### config.mk
export PLATFORM = sky130hd
export DESIGN_NAME = det_scan_arbiter_flat
export DESIGN_NICKNAME = d
export VERILOG_FILES = /design/src/rtl/det_scan_arbiter_if.sv /design/src/rtl/det_scan_arbiter.sv /design/src/flat_wrapper.sv
export SDC_FILE = /design/constraint.sdc
export NUM_CORES = 1
export LEC_CHECK = 0
export CAP_MARGIN = 20
export CORE_MARGIN = 3
export CORE_UTILIZATION = 51
export CTS_BUF_LIST = sky130_fd_sc_hd__clkbuf_8
export CTS_CLUSTER_DIAMETER = 40
export DETAILED_ROUTE_END_ITERATION = 7
export GPL_TIMING_DRIVEN = 0
export HOLD_SLACK_MARGIN = 0.05
export PLACE_DENSITY_LB_ADDON = 0.3
export SETUP_SLACK_MARGIN = 0.3
export SYNTH_ARGS = -nofsm -noshare
export SYNTH_HDL_FRONTEND = slang
export SYNTH_SLANG_ARGS = --single-unit
### constraint.sdc
create_clock -name clk -period 3.1 [get_ports clk]
set_input_delay 0.465 -clock clk [delete_from_list [all_inputs] [get_ports clk]]
set_output_delay 0.465 -clock clk [all_outputs]
set_load 0.02 [all_outputs]
### src/rtl/det_scan_arbiter_if.sv
// Requester-side bundle of det_scan_arbiter: level requests and words in, grant/status/result out.
interface det_scan_arbiter_if #(
    parameter int NREQ  = 4,
    parameter int WIDTH = 16,
    parameter int CW    = 5
);
    logic [NREQ-1:0]       req;
    logic [NREQ*WIDTH-1:0] word_in;
    logic [NREQ-1:0]       gnt;
    logic                  busy;
    logic                  done;
    logic [CW-1:0]         match_cnt;

    modport master (
        output req,
        output word_in,
        input  gnt,
        input  busy,
        input  done,
        input  match_cnt
    );

    modport slave (
        input  req,
        input  word_in,
        output gnt,
        output busy,
        output done,
        output match_cnt
    );
endinterface

### src/rtl/det_scan_arbiter.sv
// Round-robin sharing of one serial sequence detector: winner's word is shifted in MSB-first, matches counted.
// done pulses WIDTH+4 cycles after req is sampled; requests wait in IDLE, one job per WIDTH+5 cycles.
module det_scan_arbiter #(
    parameter int NREQ  = 4,
    parameter int WIDTH = 16,
    parameter int CW    = 5
) (
    input  logic              clk,
    input  logic              rst,
    det_scan_arbiter_if.slave bus,
    output logic              det_rst,
    output logic              det_din,
    input  logic              det_dout
);
    localparam int PW = (NREQ > 1) ? $clog2(NREQ) : 1;
    localparam int IW = (WIDTH > 1) ? $clog2(WIDTH) : 1;

    typedef enum logic [2:0] {
        IDLE,
        LOAD,
        WARM,
        SHIFT,
        DRAIN,
        DONE
    } state_t;

    state_t           state;
    logic [PW-1:0]    rr_ptr;
    logic [PW-1:0]    win;
    logic [PW-1:0]    pick;
    logic             pick_vld;
    logic [NREQ-1:0]  pick_oh;
    logic [WIDTH-1:0] sh;
    logic [IW-1:0]    idx;
    logic [CW-1:0]    cnt;
    logic [NREQ-1:0]  gnt;
    logic             busy;
    logic             done;
    logic             sample;

    assign bus.gnt       = gnt;
    assign bus.busy      = busy;
    assign bus.done      = done;
    assign bus.match_cnt = cnt;

    // First set request at or after rr_ptr; scanning downward leaves the nearest one last.
    always_comb begin
        pick_vld = 1'b0;
        pick     = '0;
        for (int i = NREQ - 1; i >= 0; i--) begin
            if (bus.req[(int'(rr_ptr) + i) % NREQ]) begin
                pick_vld = 1'b1;
                pick     = PW'((int'(rr_ptr) + i) % NREQ);
            end
        end
    end

    always_comb begin
        pick_oh       = '0;
        pick_oh[pick] = 1'b1;
    end

    // SHIFT cycle 0 still shows the detector's s0 output, so it is skipped; DRAIN covers the last bit.
    assign sample = det_dout && (((state == SHIFT) && (idx != '0)) || (state == DRAIN));

    always_ff @(posedge clk) begin
        if (!rst) begin
            state   <= IDLE;
            rr_ptr  <= '0;
            win     <= '0;
            sh      <= '0;
            idx     <= '0;
            cnt     <= '0;
            gnt     <= '0;
            busy    <= 1'b0;
            done    <= 1'b0;
            det_rst <= 1'b1;
            det_din <= 1'b0;
        end else begin
            if (sample && (cnt != '1)) begin
                cnt <= cnt + 1'b1;
            end

            case (state)
                IDLE: begin
                    det_rst <= 1'b0;
                    det_din <= 1'b0;
                    done    <= 1'b0;
                    if (pick_vld) begin
                        sh      <= bus.word_in[int'(pick)*WIDTH +: WIDTH];
                        gnt     <= pick_oh;
                        win     <= pick;
                        cnt     <= '0;
                        idx     <= '0;
                        busy    <= 1'b1;
                        det_rst <= 1'b1;
                        state   <= LOAD;
                    end
                end

                LOAD: begin
                    det_rst <= 1'b0;
                    det_din <= 1'b0;
                    state   <= WARM;
                end

                // det_din is registered, so the first bit is launched on the edge into SHIFT.
                WARM: begin
                    det_din <= sh[WIDTH-1];
                    sh      <= sh << 1;
                    state   <= SHIFT;
                end

                SHIFT: begin
                    if (idx == IW'(WIDTH - 1)) begin
                        det_din <= 1'b0;
                        state   <= DRAIN;
                    end else begin
                        det_din <= sh[WIDTH-1];
                        sh      <= sh << 1;
                        idx     <= idx + 1'b1;
                    end
                end

                DRAIN: begin
                    det_din <= 1'b0;
                    done    <= 1'b1;
                    state   <= DONE;
                end

                DONE: begin
                    done   <= 1'b0;
                    gnt    <= '0;
                    busy   <= 1'b0;
                    rr_ptr <= (win == PW'(NREQ - 1)) ? '0 : win + 1'b1;
                    state  <= IDLE;
                end

                default: begin
                    state <= IDLE;
                end
            endcase
        end
    end
endmodule

### src/flat_wrapper.sv
// flat-port wrapper written by rule: the top's interface ports become plain ports
module det_scan_arbiter_flat 
#(
    parameter int NREQ  = 4,
    parameter int WIDTH = 16,
    parameter int CW    = 5
)
  (clk, rst, det_rst, det_din, det_dout, bus_req, bus_word_in, bus_gnt, bus_busy, bus_done, bus_match_cnt);
  det_scan_arbiter_if #(.NREQ(NREQ), .WIDTH(WIDTH), .CW(CW)) bus_i ();
  input  logic clk;
  input  logic rst;
  output logic det_rst;
  output logic det_din;
  input  logic det_dout;
  input wire logic [$bits(bus_i.req)-1:0] bus_req;
  input wire logic [$bits(bus_i.word_in)-1:0] bus_word_in;
  output wire logic [$bits(bus_i.gnt)-1:0] bus_gnt;
  output wire logic [$bits(bus_i.busy)-1:0] bus_busy;
  output wire logic [$bits(bus_i.done)-1:0] bus_done;
  output wire logic [$bits(bus_i.match_cnt)-1:0] bus_match_cnt;
  assign bus_i.req = bus_req;
  assign bus_i.word_in = bus_word_in;
  assign bus_gnt = bus_i.gnt;
  assign bus_busy = bus_i.busy;
  assign bus_done = bus_i.done;
  assign bus_match_cnt = bus_i.match_cnt;
  det_scan_arbiter #(.NREQ(NREQ), .WIDTH(WIDTH), .CW(CW)) u_core (.clk(clk), .rst(rst), .bus(bus_i), .det_rst(det_rst), .det_din(det_din), .det_dout(det_dout));
endmodule
==> impl_metrics.env <==
export IMPL_power_per_cell_area_mw_per_mm2=426
export IMPL_crit_path_start_kind="primary input"
export IMPL_layout_commonest_cell="clkdlybuf4s50_1"
export IMPL_fmax_mhz=409
export IMPL_syn_nets=379
export IMPL_synth_area_leaders="dfxtp_1 (33%), o21ai_0 (4.3%), nand2_1 (4.0%), a221oi_1 (4.0%), o2111ai_1 (4.0%)"
export IMPL_required_ns=3.32
export IMPL_cts_root_buf="clkbuf_8"
export IMPL_synth_top_area_share_pct=32.9
export IMPL_drc=0
export IMPL_yosysUniqueCellTypes=52
export IMPL_antenna_found_initial=0
export IMPL_cts_hold_fix_buffers=0
export IMPL_cts_resized=0
export IMPL_skew_ns=0.00734
export IMPL_rows=24
export IMPL_clock_tree_htree_level_count=2
export IMPL_grt_pass1_vias=2601
export IMPL_path_cells="clkdlybuf4s50_1 -> buf_2 -> or4_4 -> nor2_2 -> nor4_1 -> clkbuf_1 -> o21ai_0 -> o21ai_1"
export IMPL_yosysSeqAreaShare_pct=32.9
export IMPL_port_buffers=80
export IMPL_via_count=2636
export IMPL_start_util_pct=54.3
export IMPL_synth_cells=303
export IMPL_worst_setup_path_type="in2reg"
export IMPL_slew_violations=0
export IMPL_min_period_over_period_pct=79.0
export IMPL_rsz0062_at_grt="no"
export IMPL_ys_ff_latch=40
export IMPL_fin_util_pct=75.4
export IMPL_die_area_sq_mm=0.00563
export IMPL_yosys_warnings=0
export IMPL_netlist_area_sq_mm=0.00243
export IMPL_worstPathMaxFanout=10
export IMPL_die_h_um=75.0
export IMPL_grtUsageTotal_pct=25.8
export IMPL_hp_class="reg2reg"
export IMPL_first_iter_violations=171
export IMPL_core_sq_mm=0.00447
export IMPL_synth_enable_flop_cells=0
export IMPL_place_gp_congestion=0.854
export IMPL_finalNetCount=466
export IMPL_grt_max_degree=12
export IMPL_ioPinCount=84
export IMPL_ir_worst_vdd_mv=0.298
export IMPL_status="finished clean"
export IMPL_crit_path_end_kind="register"
export IMPL_dp_hpwl_um=5470
export IMPL_dp_cells=435
export IMPL_drt_total_wl_um=6920
export IMPL_overflow=0
export IMPL_drive_above_1_share_pct=5.64
export IMPL_clock_latency_ns=0.29
export IMPL_dominantRegCellSynth="dfxtp_1"
export IMPL_antenna_left=0
export IMPL_numClockSinks=40
export IMPL_worst_slew_pin_slew_ns=0.741
export IMPL_die_w_um=75.0
export IMPL_synth_top_cell_by_area="dfxtp_1"
export IMPL_avgSynthCellArea_sq_um=8.02
export IMPL_maxCapViolCount=0
export IMPL_syn_to_final_growth_pct=38.8
export IMPL_final_cell_mix="clkdlybuf4s50_1 (80), dfxtp_1 (40), nand2_1 (26), o21ai_0 (21), inv_1 (19)"
export IMPL_clkTransAtPathRegs_ns=0.07
export IMPL_post_drt_wl_per_cell_um=15.6
export IMPL_cpMaxStageDelayCell="nor4_1"
export IMPL_p_leak_nw=1.28
export IMPL_drt_first_pass_iters=4
export IMPL_fin_crit_ns=2.45
export IMPL_async_reset_ff_share_pct=0
export IMPL_maxSlewHeadroom_pct=50.2
export IMPL_crit_path_max_incr_delay_ns=0.57
export IMPL_grt_first_pass_wirelength_um=11300
export IMPL_clock_path_buffers=2
export IMPL_finalHoldViolCount=0
export IMPL_viasPerCell=5.96
export IMPL_crit_arrival_ns=2.67
export IMPL_tritoncts="built"
export IMPL_setup_viol=0
export IMPL_postCtsSetupBuffers=0
export IMPL_tns_ns=0
export IMPL_diodes=0
export IMPL_instances_no_fill=442
export IMPL_cts_made_buffers=5
==> flip-flops by register name (all words and copies together), names as in the netlist <==
| register | flops |
|---|---|
| u_core.bus.busy | 1 |
| u_core.bus.done | 1 |
| u_core.bus.gnt | 4 |
| u_core.bus.match_cnt | 5 |
| u_core.det_din | 1 |
| u_core.det_rst | 1 |
| u_core.idx | 4 |
| u_core.rr_ptr | 2 |
| u_core.sh | 16 |
| u_core.state | 3 |
| u_core.win | 2 |
==> kinds of logic (layout without fill, tap and decap cells) <==
kind of cell               Yosys count  in the layout  synth area share (%)
xor gates and xnor gates             7              7                  2.52
adders and majority gates            5              5                  2.57
AOI/OAI and AO/OA                  119            119                  34.3
DFF                                 40             40                  32.9
and+or+nand+nor                     81             81                  17.1
muxes                                4              4                  2.16
buffers and inverters               47            134                  8.39
==> power breakdown <==
part / leakage (nW) / internal, mW / switching (mW) / total, mW
Clock: 0.0452 / 0.150 / 0.178 / 0.328
Combinational: 0.907 / 0.233 / 0.253 / 0.486
Sequential: 0.328 / 0.582 / 0.0429 / 0.625
Total: 1.28 / 0.964 / 0.473 / 1.44
==> synth_stat cells (all sizes together) (2+ instances only) <==
cell     instances
o31ai            2
a21oi           18
a221o            3
nor3             5
a21o             2
a21boi           2
mux2i            3
o21ai           36
a32o             2
nand2b           2
nor3b            6
clkbuf          17
ha               5
nor2            13
or2              2
a22oi            3
nand2           26
nor4             2
inv             21
and3             3
o2111ai         11
dfxtp           40
xor2             4
xnor2            3
nand3b           2
a221oi          11
nand3           11
a22o             4
nor2b            4
o311ai          11
o21a             6
o211a            2
buf              9
==> metrics by stage <==
step           area [sq um]  power, mW  hold WS (ns)  setup WS (ns)
6_report               3370       1.44         0.450          0.652
5_1_grt                3370       1.52         0.460          0.503
4_1_cts                3370       1.43         0.446          0.688
3_5_place_dp           3300       1.11         0.437          0.371
3_3_place_gp           3300       1.10         0.430          0.409
2_1_floorplan          2430      0.920         0.420           1.15
==> critical path: cells and delay by family <==
family | cells | cell delay, ns
buffers and inverters | 3 | 1.08
AND/OR/NAND/NOR | 3 | 0.81
AO/OA/AOI/OAI | 2 | 0.31
==> metal layers <==
metal / up-vias / GRT usage (%) / share of wire (%)
met5: - / 0 / 0
met4: 0 / 10.1 / 3.5
met3: 24 / 8.01 / 6.4
met2: 99 / 43.5 / 49
met1: 1209 / 30.6 / 41
li1: 1304 / - / -
==> final cells by class <==
type / count / area, sq um
clock buffers: 5 / 68.8
repair buffers: 80 / 801
flip-flops and latches: 40 / 801
multi-input cells: 216 / 1430
plain buffers: 26 / 125
inverters: 21 / 78.8
fillers: 350 / 1100
clock inverters: 2 / 8.76
well taps: 52 / 65.1
==> final timing paths <==
kind                            slack [ns]  cells after the start          start            to
worst max-delay path                  0.65                      8     bus_req[1]  u_core.sh[8]
worst min-delay path                  0.45                      2   u_core.sh[1]  u_core.sh[1]
worst max register to register        0.86                      7  u_core.idx[0]  u_core.sh[8]
worst min register to register        0.45                      2   u_core.sh[1]  u_core.sh[1]
Note: power is estimated with default switching activity, not from simulation.
==> edit 1: new RTL, same flow settings <==
`WIDTH` is set to 16 in 3 places; all go to 32.
--- a/src/rtl/det_scan_arbiter_if.sv
+++ b/src/rtl/det_scan_arbiter_if.sv
@@ -1,7 +1,7 @@
 // Requester-side bundle of det_scan_arbiter: level requests and words in, grant/status/result out.
 interface det_scan_arbiter_if #(
     parameter int NREQ  = 4,
-    parameter int WIDTH = 16,
+    parameter int WIDTH = 32,
     parameter int CW    = 5
 );
     logic [NREQ-1:0]       req;
--- a/src/rtl/det_scan_arbiter.sv
+++ b/src/rtl/det_scan_arbiter.sv
@@ -2,7 +2,7 @@
 // done pulses WIDTH+4 cycles after req is sampled; requests wait in IDLE, one job per WIDTH+5 cycles.
 module det_scan_arbiter #(
     parameter int NREQ  = 4,
-    parameter int WIDTH = 16,
+    parameter int WIDTH = 32,
     parameter int CW    = 5
 ) (
     input  logic              clk,
--- a/src/flat_wrapper.sv
+++ b/src/flat_wrapper.sv
@@ -2,7 +2,7 @@
 module det_scan_arbiter_flat 
 #(
     parameter int NREQ  = 4,
-    parameter int WIDTH = 16,
+    parameter int WIDTH = 32,
     parameter int CW    = 5
 )
   (clk, rst, det_rst, det_din, det_dout, bus_req, bus_word_in, bus_gnt, bus_busy, bus_done, bus_match_cnt);
Ports: changed (resized bus_word_in); port bits go from 84 to 148. No check against the original RTL was run, so the function may have changed too.
==> edit 1 against the original RTL <==
- sequential power is 36% higher
- setup slack worse by 110 ps
- synthesized area grew 61%
- sequential cell count rose by 17
- cell area is 68% higher
- wire length is 97% higher
- total power increased by 55%
- core utilization rose by 1.8 points
- critical path type is now flop to flop
- largest cell class unchanged
- largest power group unchanged
==> edit 1: results (changes against the original RTL) <==
status=finished clean; DRT Wirelength=13600 µm (+97%); hold slack=467 ps (+17.1 ps); peak supply drop=0.000321 V (+7.8%); multiplexer area fraction after synthesis=0.544% (-1.6 points); post-synth cell types=49 (-5.8%); area share of fa/ha/maj cells after synthesis=1.92% (-0.65 points); clk_lat worst skew=340 ps (+50 ps); share of post-route cells with drive strength above 1=5.52% (-0.12 points); top cells by area, synth=dfxtp_1 29%, nor2_1 8.6%, a221oi_1 6.9%; worst hold start=u_core.bus.busy; post-synthesis xor/xnor area fraction=1.34% (-1.2 points); CP top delay family=compound AO/OA/AOI/OAI gates; reg-to-reg setup timing slack=540 ps (-320 ps); met2 wire length=6380 µm (+88%); reg2reg path depth=8 (+1); FILL cells=535 (+53%); DRT Pass-1 Iters=6 (+2); CTS buffer count=9 (+4); largest net degree at the start of global routing=11 (-1); Leak=2.14 nW (+67%); Worst path slowest cell=a221oi_4; Min-Delay Endpoint=u_core.bus.busy; WL met1=5380 µm (+90%); Detail Placement HPWL=10100 µm (+85%); sw frac=31.6% (-1.3 points); Initial DRC Count=506 (+200%); All-Layer GR Usage=31.8% (+5.9 points); top cells by count, synth=90 x nor2_1, 57 x dfxtp_1, 54 x nand2_1; actual slew at the worst max-slew pin=818 ps (+76.8 ps); drt via density=6.02 (+0.92%); max reg flops=32 (+16); port bufs=143 (+79%); fin nets=843 (+81%); H-tree depth=3 (+1); Compound-Gate Fraction of Synth Area=33.9% (-0.36 points); syn nets=689 (+82%); wire length on met3=1410 µm (+220%)
## edit 1: cell types whose count changed in the layout (fill, tap and decap cells not counted), moves of 21 or more
cell             unedited run  this run
clkbuf_1                   17        38
clkdlybuf4s50_1            80       143
nor2_1                     12        90
o211ai_1                    1        31
nand3_1                    11        45
a21o_1                      2        32
nand2_1                    26        54
## edit 1: power groups by stage
| stage | clock network, mW | registers [mW] | logic [mW] |
|---|---|---|---|
| 2_1_floorplan | 0 | 0.857 | 0.375 |
| 3_3_place_gp | 0 | 0.860 | 0.647 |
| 3_5_place_dp | 0 | 0.863 | 0.659 |
| 4_1_cts | 0.701 | 0.848 | 0.667 |
| 5_1_grt | 0.741 | 0.857 | 0.743 |
| 6_report | 0.697 | 0.850 | 0.677 |
## edit 1: layer usage
metal | GRT usage [%] | vias up
li1 | - | 2308
met1 | 40.0 | 2192
met2 | 52.8 | 299
met3 | 7.40 | 52
met4 | 11.9 | 0
met5 | 0 | -
## edit 1: kinds of logic (layout without fill, tap and decap cells)
logic type               count (synthesis)  after routing
AND/OR/NAND/NOR                        228            228
AO/OA/AOI/OAI                          192            192
flip-flops                              57             57
buffers and inverters                   57            216
adder cells (fa/ha/maj)                  6              6
XOR/XNOR                                 6              6
multiplexers                             2              2
## edit 1: worst register-to-register path, cell delays in order (launching register included)
cell	delay, ps
dfxtp_1	360
ha_1	240
and3_1	190
ha_1	220
nand2b_1	230
a221oi_4	460
clkbuf_1	440
o211ai_1	180
a21oi_1	170
## edit 1: worst max-delay path by stage
| stage | start | end | slack, ps | cells after the start |
|---|---|---|---|---|
| finish | u_core.idx[0] | u_core.sh[22] | 540 | 8 |
| global route | u_core.idx[0] | u_core.sh[16] | 450 | 8 |
| CTS | u_core.idx[0] | u_core.sh[31] | 600 | 8 |
| detailed placement | bus_req[2] | u_core.sh[22] | 370 | 7 |
| global placement | bus_req[2] | u_core.sh[21] | 420 | 7 |
| floorplan | u_core.idx[0] | u_core.sh[16] | 1030 | 9 |
## edit 1: final cells by class
cell class	count	area share (%)
multi-input combinational	434	44.7
timing repair buffer	143	25.3
sequential	57	20.2
buffer	53	3.96
clock buffer	10	2.43
tap	99	2.19
clock inverter	6	1.02
inverter	4	0.265
## edit 1: metrics by stage
stage          cells  utilization [%]
6_report         806             77.2
4_1_cts          806             77.2
3_3_place_gp     790             74.6
2_1_floorplan    548                -
3_5_place_dp     790             74.6
5_1_grt          806             77.2
==> edit 2: new RTL, same flow settings <==
Made on the original files. Reset style: asynchronous (`rst`), changed in one clocked block.
--- a/src/rtl/det_scan_arbiter.sv
+++ b/src/rtl/det_scan_arbiter.sv
@@ -63,7 +63,7 @@
     // SHIFT cycle 0 still shows the detector's s0 output, so it is skipped; DRAIN covers the last bit.
     assign sample = det_dout && (((state == SHIFT) && (idx != '0)) || (state == DRAIN));
 
-    always_ff @(posedge clk) begin
+    always_ff @(posedge clk or negedge rst) begin
         if (!rst) begin
             state   <= IDLE;
             rr_ptr  <= '0;
Check against the original RTL: not settled (the Yosys comparison gave no result); the edit may change what the design does.
==> edit 2 against the original RTL <==
- critical path type unchanged
- setup slack better by 260 ps
- wire length is 1.6% higher
- synthesized area is 7.6% higher
- sequential cell count stayed put
- first-iteration DRC count is 13% higher
- largest cell class unchanged
- critical endpoint is now u_core.sh[6]
- cell area is 7.3% higher
- synthesized cell count is 6.6% lower
Power is not compared: it rests on default switching activity, and its combinational part moved more than twofold at a synthesized area within 25%.
==> edit 2: results (changes against the original RTL) <==
All-Layer GR Usage=24.2% (-1.6 points); actual slew at the worst max-slew pin=873 ps (+133 ps); port bufs=80 (unchanged); Syn Inst Count=283 (-6.6%); top cells by area, synth=dfrtp_1 37%, mux2_1 5.6%, a221oi_1 5.4%; WL met1=3030 µm (+7.1%); syn nets=359 (-5.3%); ys async rst share=100% (+100 points); worst path arrival time=2410 ps (-260 ps); wire length on met3=399 µm (-10%); Compound-Gate Fraction of Synth Area=22.1% (-12 points); reg-to-reg setup timing slack=1010 ps (+150 ps); top cells by count, synth=39 x dfrtp_1, 36 x nand2_1, 16 x a221oi_1; multiplexer area fraction after synthesis=12.0% (+9.8 points); GR Util met3=5.10% (-2.9 points); post-synth cell types=50 (-3.8%); hold slack=279 ps (-171 ps); Placed Cells=430 (-1.1%); Crit Reg-Reg Startpoint=u_core.rr_ptr[0]; M2 GR Usage=42.3% (-1.2 points); total number of vias=2517 (-4.5%); largest net degree at the start of global routing=41 (+29); post-synthesis xor/xnor area fraction=1.34% (-1.2 points); met2 wire length=3470 µm (+1.9%); Post-Place Setup Slack=636 ps (+265 ps); area share of fa/ha/maj cells after synthesis=2.39% (-0.18 points); first-pass GRT wire length=11800 µm (+5.0%); clk_skew=3.69 ps (-3.65 ps); slowest stage delay, CP=520 ps (-50 ps); DRT Wirelength=7020 µm (+1.6%); status=finished clean; final cycle utilization of the critical path=70.5% (-8.4 points); Detail Placement HPWL=5310 µm (-3.0%); DRT Pass-1 Iters=5 (+1); DP Area=3500 µm² (+6.0%); fin nets=446 (-4.3%); Non-Filler Instances=438 (-0.90%); Initial DRC Count=193 (+13%); max layer used=met4; share of post-route cells with drive strength above 1=8.36% (+2.7 points); met1 Usage GRT=29.7% (-0.88 points); Worst path slowest cell=clkdlybuf4s50_1; Hold WC Path Type=input pin to asynchronous set/reset pin
==> edit 2: final timing paths <==
check | endpoint | cells after the start
worst max register to register | u_core.sh[14] | 7
worst min register to register | u_core.det_rst | 2
max in group asynchronous | u_core.rr_ptr[0] | 1
worst min-delay path | u_core.bus.gnt[1] | 1
min in group clk | u_core.det_rst | 2
worst max-delay path | u_core.sh[6] | 7
==> edit 2: cell type report <==
type	count	area [µm²]
multi-input cells	214	1470
fillers	358	1230
flip-flops and latches	40	1000
repair buffers	80	796
plain buffers	21	111
clock buffers	7	96.3
well taps	67	83.8
clock inverters	1	30.0
inverters	8	30.0
==> edit 2: power breakdown <==
group / internal (mW) / total [mW] / switching [mW]
combinational: 0.775 / 1.72 / 0.950
sequential: 0.753 / 0.901 / 0.148
clock: 0.284 / 0.474 / 0.190
total: 1.81 / 3.10 / 1.29
